$ cat src/rtl/mem_arbiter_pkg.sv
// Shared types and constants for the program-memory arbiter.
// Holds the FSM state encoding, the grant-owner codes and the latency-counter width.
package mem_arbiter_pkg;

    typedef enum logic [1:0] {
        S_IDLE  = 2'd0,
        S_GRANT = 2'd1,
        S_WAIT  = 2'd2,
        S_DONE  = 2'd3
    } arb_state_t;

    localparam logic OWN_CPU = 1'b0;
    localparam logic OWN_LDR = 1'b1;

    // Wide enough for MEM_LAT-1 across the legal range of 1..7.
    localparam int CNT_W = 3;

endpackage

$ cat src/rtl/mem_arb_sel.sv
// Combinational winner pick between CPU fetch and loader; zero latency, no backpressure.
// MEM_ARB_RR_EN: ties alternate away from the last owner; otherwise the loader wins ties.
module mem_arb_sel
    import mem_arbiter_pkg::*;
(
    input  logic cpu_req,
    input  logic ldr_req,
    input  logic owner,
    output logic grant
);

    always_comb begin
        grant = owner;
        if (cpu_req && ldr_req) begin
`ifdef MEM_ARB_RR_EN
            grant = ~owner;
`else
            grant = OWN_LDR;
`endif
        end else if (ldr_req) begin
            grant = OWN_LDR;
        end else if (cpu_req) begin
            grant = OWN_CPU;
        end
    end

endmodule

$ cat src/rtl/mem_arbiter.sv
// Single-port program memory arbiter for CPU fetch and loader/debug port (tie policy set by MEM_ARB_RR_EN).
// Latency: request sampled in IDLE -> mem_cs next cycle -> ack MEM_LAT+2 cycles after the sample.
// Backpressure: one transaction in flight; requests are only seen in IDLE and are held until ack.
module mem_arbiter
    import mem_arbiter_pkg::*;
#(
    parameter int MEM_LAT = 2,
    parameter int ADDR_W  = 4,
    parameter int DATA_W  = 16
) (
    input  logic              clk,
    input  logic              rst,
    input  logic              cpu_req,
    input  logic [ADDR_W-1:0] cpu_addr,
    output logic              cpu_ack,
    output logic [DATA_W-1:0] cpu_data,
    input  logic              ldr_req,
    input  logic              ldr_we,
    input  logic [ADDR_W-1:0] ldr_addr,
    input  logic [DATA_W-1:0] ldr_wdata,
    output logic              ldr_ack,
    output logic [DATA_W-1:0] ldr_rdata,
    output logic              mem_cs,
    output logic              mem_we,
    output logic [ADDR_W-1:0] mem_addr,
    output logic [DATA_W-1:0] mem_wdata,
    input  logic [DATA_W-1:0] mem_rdata,
    output logic              busy,
    output logic              owner
);

    if (MEM_LAT < 1 || MEM_LAT > 7) begin : g_lat_check
        $error("mem_arbiter: MEM_LAT must be in 1..7");
    end

    arb_state_t       state, state_nxt;
    logic [CNT_W-1:0] cnt;
    logic             we_q;
    logic             grant;
    logic             any_req;

    assign any_req = cpu_req | ldr_req;

    mem_arb_sel u_sel (
        .cpu_req (cpu_req),
        .ldr_req (ldr_req),
        .owner   (owner),
        .grant   (grant)
    );

    always_comb begin
        state_nxt = state;
        unique case (state)
            S_IDLE:  if (any_req) state_nxt = S_GRANT;
            S_GRANT: state_nxt = S_WAIT;
            S_WAIT:  if (cnt == '0) state_nxt = S_DONE;
            S_DONE:  state_nxt = S_IDLE;
            default: state_nxt = S_IDLE;
        endcase
    end

    // Strobes decode straight from state so a reset drops them on the following cycle.
    assign mem_cs  = (state == S_GRANT);
    assign mem_we  = mem_cs & we_q;
    assign busy    = (state != S_IDLE);
    assign cpu_ack = (state == S_DONE) && (owner == OWN_CPU);
    assign ldr_ack = (state == S_DONE) && (owner == OWN_LDR);

    always_ff @(posedge clk) begin
        if (rst) begin
            state     <= S_IDLE;
            cnt       <= '0;
            we_q      <= 1'b0;
            owner     <= OWN_LDR;
            mem_addr  <= '0;
            mem_wdata <= '0;
            cpu_data  <= '0;
            ldr_rdata <= '0;
        end else begin
            state <= state_nxt;
            unique case (state)
                S_IDLE: begin
                    if (any_req) begin
                        owner <= grant;
                        if (grant == OWN_LDR) begin
                            mem_addr  <= ldr_addr;
                            mem_wdata <= ldr_wdata;
                            we_q      <= ldr_we;
                        end else begin
                            mem_addr  <= cpu_addr;
                            mem_wdata <= '0;
                            we_q      <= 1'b0;
                        end
                    end
                end
                S_GRANT: cnt <= CNT_W'(MEM_LAT - 1);
                S_WAIT: begin
                    if (cnt != '0) begin
                        cnt <= cnt - 1'b1;
                    end else if (!we_q) begin
                        if (owner == OWN_CPU) cpu_data  <= mem_rdata;
                        else                  ldr_rdata <= mem_rdata;
                    end
                end
                default: ;
            endcase
        end
    end

endmodule

$ cat config.mk
export PLATFORM = sky130hd
export DESIGN_NAME = mem_arbiter
export DESIGN_NICKNAME = d
export VERILOG_FILES = /design/src/rtl/mem_arbiter_pkg.sv /design/src/rtl/mem_arb_sel.sv /design/src/rtl/mem_arbiter.sv
export SDC_FILE = /design/constraint.sdc
export NUM_CORES = 1
export LEC_CHECK = 0
export ABC_AREA = 1
export ABC_CLOCK_PERIOD_IN_PS = 1650
export CAP_MARGIN = 5
export CORE_ASPECT_RATIO = 1.75
export CORE_UTILIZATION = 23
export CTS_CLUSTER_DIAMETER = 50
export DETAILED_ROUTE_END_ITERATION = 6
export GPL_ROUTABILITY_DRIVEN = 0
export PLACE_DENSITY = 0.47
export SLEW_MARGIN = 10
export SYNTH_ARGS = -nofsm -noshare
export SYNTH_HDL_FRONTEND = slang
export SYNTH_SLANG_ARGS = --single-unit
$ cat constraint.sdc
create_clock -name clk -period 1.65 [get_ports clk]
set_clock_uncertainty 0.05 [all_clocks]
set_input_delay 0.4125 -clock clk [delete_from_list [all_inputs] [get_ports clk]]
set_output_delay 0.4125 -clock clk [all_outputs]
set_load 0.005 [all_outputs]
---- Yosys cells after proc, flatten, opt, wreduce, memory -nomap -nowiden ----
Index checks and enable logic that the tools add are counted.
word-level totals
  output and inout bits ................... 58
  input port bits ......................... 45
  bits in registers ....................... 59
  memories ................................ 0
  RAM bits ................................ 0
  bits in latches ......................... 0
  word-level logic and storage cells ...... 44
  memory bits (read-only) ................. 0
cells by class
  bitwise operators ....................... 5
  equal/unequal tests ..................... 6
  shift-type cells ........................ 0
  magnitude comparators ................... 0
  reduce and logical (&&, ||, !) cells .... 13
  multiply operators ...................... 0
  div/mod/pow operators ................... 0
  muxes and demuxes ....................... 11
  add/subtract/negate cells ............... 1
operator list
  kind                                                  count
  2-to-1 mux 16 bit                                     1
  one-hot mux 2 bit (4 select lines)                    1
  AND reduction 4 bit                                   2
  != test 2 bit (second input constant)                 3
  one-hot mux 3 bit (2 select lines)                    1
  AND reduction 2 bit                                   3
  equality test 2 bit (second input constant)           2
  2-to-1 mux 1 bit                                      4
  2-to-1 mux 2 bit                                      2
  2-to-1 mux 4 bit                                      1
  nonzero test 2 bit                                    2
  logical AND 1 bit                                     3
  zero test 3 bit                                       1
  2-to-1 mux 3 bit                                      1
  NOT 1 bit                                             3
  nonzero test 3 bit                                    1
  subtractor 3 x 1 -> 3 bit (second input constant)     1
  equality test 2 x 1 -> 1 bit (second input constant)  1
  zero test 2 bit                                       1
  bitwise AND 1 bit                                     1
  OR 1 bit                                              1

---- Logic depth before layout (Yosys ltp) ----
  depth in word-level cells ............... 4
  gate-level depth with buffers ........... 10
  depth with buffers taken out ............ 9

---- Hierarchy ----
A second synthesis with hierarchy kept.
second synthesis, totals
  cell total of the unflattened synthesis .. 414
  area total of the unflattened synthesis .. 2795.2 um^2
by module, submodules not included
  module       sequential area each (um^2)  cells each  times used  area each (um^2)
  mem_arbiter  1181.1                       410         1           2780.2
  mem_arb_sel  0.0                          4           1           15.0

---- Worst setup path before layout ----
OpenSTA, ideal clock, no wires.
  path type ............................... register -> register
  start point ............................. register cnt[0]
  end point ............................... register ldr_rdata[10]
  setup time .............................. 0.116 ns
  cell stages (with the launch flop) ...... 11
  data required time ...................... 1.484 ns
  arrival time ............................ 1.279 ns
  clock period less this slack ............ 1.445 ns
  slack ................................... 0.205 ns
  buffers on the path ..................... 1
  path through ............................ dfxtp_1 -> inv_1 -> ha_1 -> ha_1 -> inv_1 -> nor2_4 -> nand2_4 -> clkinv_2 -> buf_6 -> nor2_1 -> nor2_1
on the way
  cells in the longest elaborated chain, start to end .. 3
ends and longest elaborated chain
  what                           RTL line            text
  from (decl)                    mem_arbiter.sv:37   logic [CNT_W-1:0] cnt;
  from (signal assigned)         mem_arbiter.sv:96   S_GRANT: cnt <= CNT_W'(MEM_LAT - 1);
  from (signal assigned)         mem_arbiter.sv:99   cnt <= cnt - 1'b1;
  nonzero test 3 bit             mem_arbiter.sv:98   if (cnt != '0) begin
  NOT 1 bit (no line)            --
  AND reduction 4 bit (no line)  --
  to (signal assigned)           mem_arbiter.sv:102  else ldr_rdata <= mem_rdata;
  to (decl)                      mem_arbiter.sv:22   output logic [DATA_W-1:0] ldr_rdata,
Every way passes these cells.
A chain may end at the register's enable or synchronous reset.

---- Worst setup path after layout ----
  start point ............................. register cpu_data[13]
  end point ............................... output port cpu_data[13]
RTL lines
  what                    RTL line            text
  from (decl)             mem_arbiter.sv:16   output logic [DATA_W-1:0] cpu_data,
  from (signal assigned)  mem_arbiter.sv:101  if (owner == OWN_CPU) cpu_data <= mem_rdata;
No word-level cell between the ends.

==> metrics.cfg <==
[synthesis]
synth_nets = 369
avgSynthCellArea_sq_um = 7.60
synth_area_sq_um = 2400
synth_enable_flop_cells = 0
async_flop_share_pct = 0
synth.distinct_cells = 22
netlist_top_cells_count = nor2_1, dfxtp_1, nand2_1, o21ai_0, nand3_1
synth_top_area_cell = dfxtp_1
ys_seq_area_share_pct = 49.2
synth_area_leaders = dfxtp_1, nor2_1, o21ai_0, nand2_1, nand3_1
ys_ff_latch = 59
yosysMostFrequentCell = nor2_1
ys.flop_type = dfxtp_1
yosys_warnings = 0
synth_top_area_share_pct = 49.2
synth_cells = 316

[sta]
setup_ws_ns = 0.0383
timing.hold.ws_ns = 0.411
post-route-period-util_pct = 97.7
worst_pin_slew_ns = 0.243
rsz0062_at_grt = true
relSlewSlack_pct = 83.7
fin_crit_ns = 1.61
slew_viol_final = 0
tns_ns = 0
hold_viol = 0
fmax_ghz = 0.620
final-setup-viol-count = 0

[worst_setup_path]
crit_slowest_cell = clkdlybuf4s50_1
reg2reg_setup_slack_ns = 0.08
arrival_ns = 1.15
worst_setup_path_end_kind = output pin
cp_top_family = buffers and inverters
cp_num_buf_inv = 1
reg2reg_to = cpu_data[15]$_SDFFE_PP0P_
r2r_start = state[1]$_SDFFE_PP0P_
cpPeakStageDelay_ns = 0.50
crit_start = cpu_data[13]$_SDFFE_PP0P_
start_kind = flop
worstPathRequired_ns = 1.19
crit_chain = clkdlybuf4s50_1
crit_path_max_fanout = 2
crit_type = reg2out
rr_worst_depth = 9

[placement]
place_area_sq_um = 3700
portBuffers = 102
dp_hpwl_mm = 5.23
dpl_worst_slack_ns = -0.0884
dp_cells = 553

[power]
p_leak_nw = 2.26
ir_drop_uv = 732
finalPower_mw = 5.83
cellPowerDensity_nw_per_um2 = 1410

[hold_path]
min_path_type = reg2reg
worstHoldStart = mem_wdata[9]$_SDFFE_PP0P_
holdPathEnd = mem_wdata[9]$_SDFFE_PP0P_
hold-path-cell-count = 2

[floorplanning]
start_util_pct = 23.5
rows = 49
coreArea_sq_um = 10200
die_x_um = 79.2
dieArea_sq_um = 10900
num_io_pins = 103
die_h_um = 137

[cts]
cts_tree = yes
cts_buffer_depth = 2
cts-buffers-inserted = 9
cts_root_buffer = clkbuf_16
clk_latency_ns = 0.32
h-tree-depth = 3
clock_sinks = 59
clk_pin_slew_ns = 0.05

[grt]
antenna_found_initial = 0
grt_pass1_vias = 2360
grt_max_degree = 33
overflow = 0
grt_pass1_wl_mm = 11.3
grt_use_total_pct = 14.0

[route]
drt_wl_total_mm = 7.01
drcViolationCount = 0
initialDrtViolationCount = 68
firstDrtPassIters = 4
vias = 2402
ant_nets = 0
drt-vias-per-instance = 4.22
wire_per_inst_um = 12.3

[layout]
layout-drive-gt1-share_pct = 16.3
area_delta_synth_final_pct = 71.8
instances_no_fill = 569
nNetsFinal = 491
postLayoutCoreUtil_pct = 40.3
fin_area_sq_um = 4120
diodes = 0

[run_status]
status = finished clean

[run]
drv_cap = 0

flip-flops by register name (all words and copies together), names as in the netlist:
| name | cells |
|---|---|
| cpu_data | 16 |
| ldr_rdata | 16 |
| mem_wdata | 16 |
| mem_addr | 4 |
| cnt | 3 |
| state | 2 |
| owner | 1 |
| we_q | 1 |
metal layers:
metal | track usage (%) | wire [um] | vias up
li1 | - | - | 1252
met1 | 13.4 | 2550 | 1048
met2 | 25.9 | 3860 | 91
met3 | 4.20 | 466 | 11
met4 | 7.88 | 131 | 0
met5 | 0 | 0 | -
worst max path at each step:
stage	to	slack, ns	cells after the start
2_1_floorplan	ldr_rdata[10]$_SDFFE_PP0P_	0.21	10
3_3_place_gp	mem_addr[0]$_SDFFE_PP0P_	-0.07	7
3_5_place_dp	mem_wdata[5]$_SDFFE_PP0P_	-0.09	6
4_1_cts	busy	-0.008	4
5_1_grt	cpu_data[11]$_SDFFE_PP0P_	-0.001	9
6_report	cpu_data[13]	0.04	1
kinds of logic (layout without fill, tap and decap cells):
kind of cell               count (synthesis)  in the layout  share of synthesized area, %
and+or+nand+nor                          148            148                          25.5
adders and majority gates                  8              8                          4.17
DFF                                       59             59                          49.2
buffers and inverters                     42            168                          8.81
AOI/OAI and AO/OA                         59             59                          12.3
layout make-up:
class,instances,area (sq um)
Clock buffer,13,270
Clock inverter,2,10.0
Fill cell,1075,6110
Inverter,26,108
Multi-Input combinational cell,215,1060
Sequential cell,59,1200
Tap cell,127,159
Timing Repair Buffer,127,1320
report_power, final:
group          leakage (nW)  total, mW  internal, mW  switching (mW)
logic                  1.63       2.16          1.12            1.04
clock network         0.141       1.73          1.12           0.606
registers             0.485       1.94          1.76           0.178
total                  2.26       5.83          4.00            1.83
worst register-to-register path, cell delays in order (launching register included):
cell	delay, ns
dfxtp_4	0.37
buf_4	0.11
buf_4	0.10
ha_2	0.18
inv_1	0.05
nor2_2	0.12
nand2_4	0.11
buf_4	0.17
o21ai_0	0.14
nor2_1	0.05
what timing repair did:
action,in CTS,in global routing
resized for setup,43,54
gates cloned,0,0
setup endpoints to repair,34,71
hold buffers,0,0
setup buffers,1,0
pin swaps,3,2
layout by cell type, fill, tap and decap left out, drive strengths merged:
cell type and n:
nand3 27, buf 27, clkdlybuf4s50 56, clkdlybuf4s15 1
dlygate4sd2 6, clkbuf 15, clkinv 3, nor3 1
a21oi 23, inv 25, nor2 75, o21ai 36
dlymetal6s2s 35, nand2 45, dfxtp 59, ha 8
Note: power is estimated with default switching activity, not from simulation.
